## src/rtl/div_8bit_seq.sv

```systemverilog
// Sequential 8-bit unsigned restoring divider, one quotient bit per cycle, MSB first.
// Define DIV_ZERO_ERR_EN to add the err port and the short divide-by-zero path.
//
// state | meaning
// IDLE  | waiting for start; results held
// RUN   | one restoring step per cycle, eight steps
// DONE  | results valid, done pulse; start here launches a new division
module div_8bit_seq (
    input  logic       clk,
    input  logic       rst,
    input  logic       start,
    input  logic [7:0] dividend,
    input  logic [7:0] divisor,
    output logic       busy,
    output logic       done,
    output logic [7:0] quotient,
    output logic [7:0] remainder
`ifdef DIV_ZERO_ERR_EN
    ,
    output logic       err
`endif
);

    typedef enum logic [1:0] {IDLE, RUN, DONE} state_t;

    state_t     state_q, state_d;
    logic [7:0] dvd_q, dvd_d;
    logic [7:0] dvs_q, dvs_d;
    logic [8:0] prem_q, prem_d;
    logic [2:0] cnt_q, cnt_d;
    logic [7:0] quo_q, quo_d;
    logic [7:0] rem_q, rem_d;
`ifdef DIV_ZERO_ERR_EN
    logic       err_q, err_d;
`endif

    logic [9:0] diff;
    logic       q_bit;
    logic [8:0] next_prem;

    // dvd_q shifts left each step; its MSB feeds the partial remainder and
    // the new quotient bit enters at the LSB, so it ends up holding the quotient.
    always_comb begin
        diff      = {prem_q, dvd_q[7]} - {2'b00, dvs_q};
        q_bit     = ~diff[9];
        next_prem = q_bit ? diff[8:0] : {prem_q[7:0], dvd_q[7]};
    end

    always_comb begin
        state_d = state_q;
        dvd_d   = dvd_q;
        dvs_d   = dvs_q;
        prem_d  = prem_q;
        cnt_d   = cnt_q;
        quo_d   = quo_q;
        rem_d   = rem_q;
`ifdef DIV_ZERO_ERR_EN
        err_d   = err_q;
`endif
        case (state_q)
            IDLE, DONE: begin
                if (start) begin
                    dvd_d   = dividend;
                    dvs_d   = divisor;
                    prem_d  = 9'd0;
                    cnt_d   = 3'd0;
                    state_d = RUN;
`ifdef DIV_ZERO_ERR_EN
                    err_d   = 1'b0;
                    if (divisor == 8'd0) begin
                        err_d   = 1'b1;
                        quo_d   = 8'hFF;
                        rem_d   = dividend;
                        state_d = DONE;
                    end
`endif
                end else if (state_q == DONE) begin
                    state_d = IDLE;
                end
            end
            RUN: begin
                dvd_d  = {dvd_q[6:0], q_bit};
                prem_d = next_prem;
                cnt_d  = cnt_q + 3'd1;
                if (cnt_q == 3'd7) begin
                    quo_d   = {dvd_q[6:0], q_bit};
                    rem_d   = next_prem[7:0];
                    state_d = DONE;
                end
            end
            default: state_d = IDLE;
        endcase
    end

    always_ff @(posedge clk) begin
        if (rst) begin
            state_q <= IDLE;
            dvd_q   <= 8'd0;
            dvs_q   <= 8'd0;
            prem_q  <= 9'd0;
            cnt_q   <= 3'd0;
            quo_q   <= 8'd0;
            rem_q   <= 8'd0;
`ifdef DIV_ZERO_ERR_EN
            err_q   <= 1'b0;
`endif
        end else begin
            state_q <= state_d;
            dvd_q   <= dvd_d;
            dvs_q   <= dvs_d;
            prem_q  <= prem_d;
            cnt_q   <= cnt_d;
            quo_q   <= quo_d;
            rem_q   <= rem_d;
`ifdef DIV_ZERO_ERR_EN
            err_q   <= err_d;
`endif
        end
    end

    assign busy      = (state_q == RUN);
    assign done      = (state_q == DONE);
    assign quotient  = quo_q;
    assign remainder = rem_q;
`ifdef DIV_ZERO_ERR_EN
    assign err       = err_q;
`endif

endmodule

```

## config.mk

```make
export PLATFORM = sky130hd
export DESIGN_NAME = div_8bit_seq
export DESIGN_NICKNAME = d
export VERILOG_FILES = /design/src/rtl/div_8bit_seq.sv
export SDC_FILE = /design/constraint.sdc
export NUM_CORES = 1
export LEC_CHECK = 0
export ABC_AREA = 0
export BUFFER_PORTS_ARGS = -buffer_cell sky130_fd_sc_hd__buf_2
export CORE_MARGIN = 10
export CORE_UTILIZATION = 55
export CTS_CLUSTER_DIAMETER = 100
export CTS_CLUSTER_SIZE = 30
export DETAILED_ROUTE_END_ITERATION = 12
export GPL_TIMING_DRIVEN = 0
export PLACE_DENSITY = 0.87
export SETUP_SLACK_MARGIN = 0.3
export SLEW_MARGIN = 40
export SYNTH_ARGS = -nofsm -noshare
export SYNTH_HDL_FRONTEND = slang
export SYNTH_SLANG_ARGS = --single-unit
```

## constraint.sdc

```tcl
create_clock -name clk -period 4.9 [get_ports clk]
set_clock_uncertainty 0.15 [all_clocks]
set_input_delay 0.735 -clock clk [delete_from_list [all_inputs] [get_ports clk]]
set_output_delay 0.735 -clock clk [all_outputs]
set_load 0.05 [all_outputs]
```

==> impl_results.md <==
* Iteration-0 DRC Markers at 161
* Max Cap Viol at 0
* CP Launch Type: flip-flop
* Core Box Area at 4060 sq um
* First-pass GRT wire length at 9.61 mm
* Critical hold path startpoint: quotient[4]
* Area Overhead vs Synth at 14.9%
* DR vias at 2125
* GP Congestion at 0.856
* R2r setup slk at 2420 ps
* Finished Core Util at 66.2%
* DRT Pass-1 Iters at 4
* CTS resizes at 0
* Total grt overflow at 0
* CP Capture Type: primary output
* Crit path DAT at 1720 ps
* GRT Util Overall at 16.0%
* Leak at 1.12 nW
* Internal at 0.000767 W
* Slew HR at 61.4%
* CP max FO at 10
* IO Pins at 37
* Largest net degree at the start of global routing at 15
* Site Rows at 23
* Maximum vdd ir drop at 0.000201 V
* DP HPWL at 4.27 mm
* Routed wire length at ~5.7 mm
* DR vias/cell at 5.67
* Final worst-path cycle share at 53.1%
* DIE AREA at 7260 sq um
* Reg2reg path depth at 10
* #FFs+latches synth at 46
* Ant. Diodes at 0
* Initial antenna violation count at 0
* Cell Area, Synth at 2340 sq um
* Tot Pwr at approximately 0.0012 W
* Synth Flop Type: dfxtp_1
* Final Hold Viols at 0
* H-tree Lvls at 2
* Syn nets at roughly 310
* Synth async-reset ratio at 0%
* Tmin final at 2600 ps
* Net count, final at roughly 350
* Sw Share at 38.3%
* Synth Area per Inst at a little over 8 sq um
* Postcts setup bufs at 0
* Post-synth EDFFs at 0
* Worst slew pin tran at between 500 and 600 ps
* Leading area contributor after synthesis: dfxtp_1
* Logic pwr share at 42.5%
* Synthesis Warnings at 0
* Die Wd at around 85 microns
* Register area share after synthesis at between 30% and 40%
* ANT nets after route at 0
* Synth unique cells at 47
* Hold Crit Depth at 2
* Final setup fails at 0
* Commonest cells post-synth: nand2_1 (61), dfxtp_1 (46), a21oi_1 (26)
* Initial core utilization at 57.7%
* Average wire per standard cell at 15.1 microns
* Pwr per Cell Area at 462 nW/um^2
* RSZ-0062 raised after global routing: false
* RR Startpoint: dvd_q[7]
* Worst reg2reg endpoint: prem_q[8]
* Clk_lat worst skew at 300 ps
* Post-route DRC at 0
* Fill count at 336
* Top cells by area, synth: dfxtp_1 (39%), nand2_1 (9.8%), a21oi_1 (5.6%), ha_1 (5.3%), nor2_1 (3.9%)
* Sequential power share at 34.7%
* Post-synth top area share at 39.4%
* Vias in the first global route at 2099
* Run status: finished clean
* Clk slew on worst S/H paths at ~90 ps
* Peak Freq at around 380 MHz
* TritonCTS clock tree: done
* Max Slew Vio Count at 0
* TritonCTS buffer count at 5
* Die height at 85.2 microns
* Switch Pwr at 0.000475 W
* Worst Path Required at around 4000 ps
* Proportion of layout cells with a drive suffix above 1 at 16.9%
* Most common cell in the netlist: nand2_1
* Clock group share of total power at 22.9%
* Critical path class: flip-flop to primary output
* Synthesized instance count at 282
* Final setup TNS at 0 ps
* Worst Hold End: quotient[4]
* # clock sinks at 46
* Post-CTS Hold Fix Bufs at 0
* Max clock buf depth at 2
* # port buffers at 35
* Worst Hold Class: flip-flop to flip-flop
* Clock root cell: clkbuf_8
## cells in the final DEF, fill, tap and decap left out, types with 2 or more instances in the layout
master	instances
o22ai_1	2
mux2i_1	5
clkbuf_8	5
nand2b_1	4
buf_2	35
a31oi_1	2
nor3_1	6
and3_1	3
nand3_1	6
inv_1	11
a22oi_1	3
clkbuf_1	9
dfxtp_1	46
nor2b_1	2
nand2_1	61
nor2_1	24
o211ai_2	2
a211oi_1	5
o21ai_0	9
buf_1	2
a211o_2	2
a21oi_1	26
a311oi_1	7
buf_6	3
xnor2_1	6
ha_1	10
a21o_1	5
## critical path, stage by stage, from the launching register on
cell	delay [ps]
dfxtp_1	380
nand2b_1	140
inv_1	130
clkbuf_1	400
buf_2	360
## flip-flops by register name, summed over array words and instances, names as in the netlist
register,count
prem_q,9
cnt_q,3
quotient,8
dvd_q,8
state_q,2
remainder,8
dvs_q,8
## routing by layer
metal | GRT usage [%] | wire, microns
met1 | 18.4 | 2390
met2 | 25.7 | 2730
met3 | 4.68 | 424
met4 | 8.98 | 108
met5 | 0 | 0
## worst max path at each step
stage	start	end	cells after the start
final	state_q[0]	busy	4
after global routing	state_q[0]	busy	4
after CTS	state_q[0]	busy	4
after detailed placement	dvd_q[7]	prem_q[8]	10
after global placement	dvd_q[7]	prem_q[8]	10
after floorplan	dvd_q[7]	prem_q[8]	10
## per-stage QoR
stage	instances	setup WS, ps	area (sq um)	hold slack [ps]
2_1_floorplan	282	2710	2340	286
3_3_place_gp	367	2510	2580	289
3_5_place_dp	367	2460	2580	294
4_1_cts	375	2330	2690	306
5_1_grt	375	2200	2690	326
6_report	375	2300	2690	307
## cell families (layout without fill, tap and decap cells)
| kind of cell | Yosys count | after routing | share of synthesized area (%) |
|---|---|---|---|
| flops | 46 | 46 | 39.4 |
| simple gates | 114 | 114 | 22.1 |
| xor+xnor | 7 | 7 | 2.62 |
| mux | 5 | 5 | 2.14 |
| buf+inv | 26 | 69 | 5.72 |
| fa+ha+maj | 11 | 11 | 6.20 |
| compound gates | 73 | 73 | 21.9 |
## area by class of cell
type                    count  area (sq um)  area share [%]
plain buffers              15          92.6            3.45
clock buffers               6          72.6            2.70
clock inverters             2          37.5            1.40
inverters                  11          41.3            1.54
multi-input cells         210          1280            47.8
flip-flops and latches     46           921            34.3
well taps                  50          62.6            2.33
repair buffers             35           175            6.52
## power by group through the flow
stage | clock network (W) | logic [W] | registers (W)
after global placement | 0 | 0.000495 | 0.000437
after global routing | 0.000305 | 0.000578 | 0.000435
final | 0.000284 | 0.000528 | 0.000431
after detailed placement | 0 | 0.000519 | 0.000438
after CTS | 0.000285 | 0.000526 | 0.000430
after floorplan | 0 | 0.000421 | 0.000430
No activity file was read; power rests on OpenSTA's default activity.
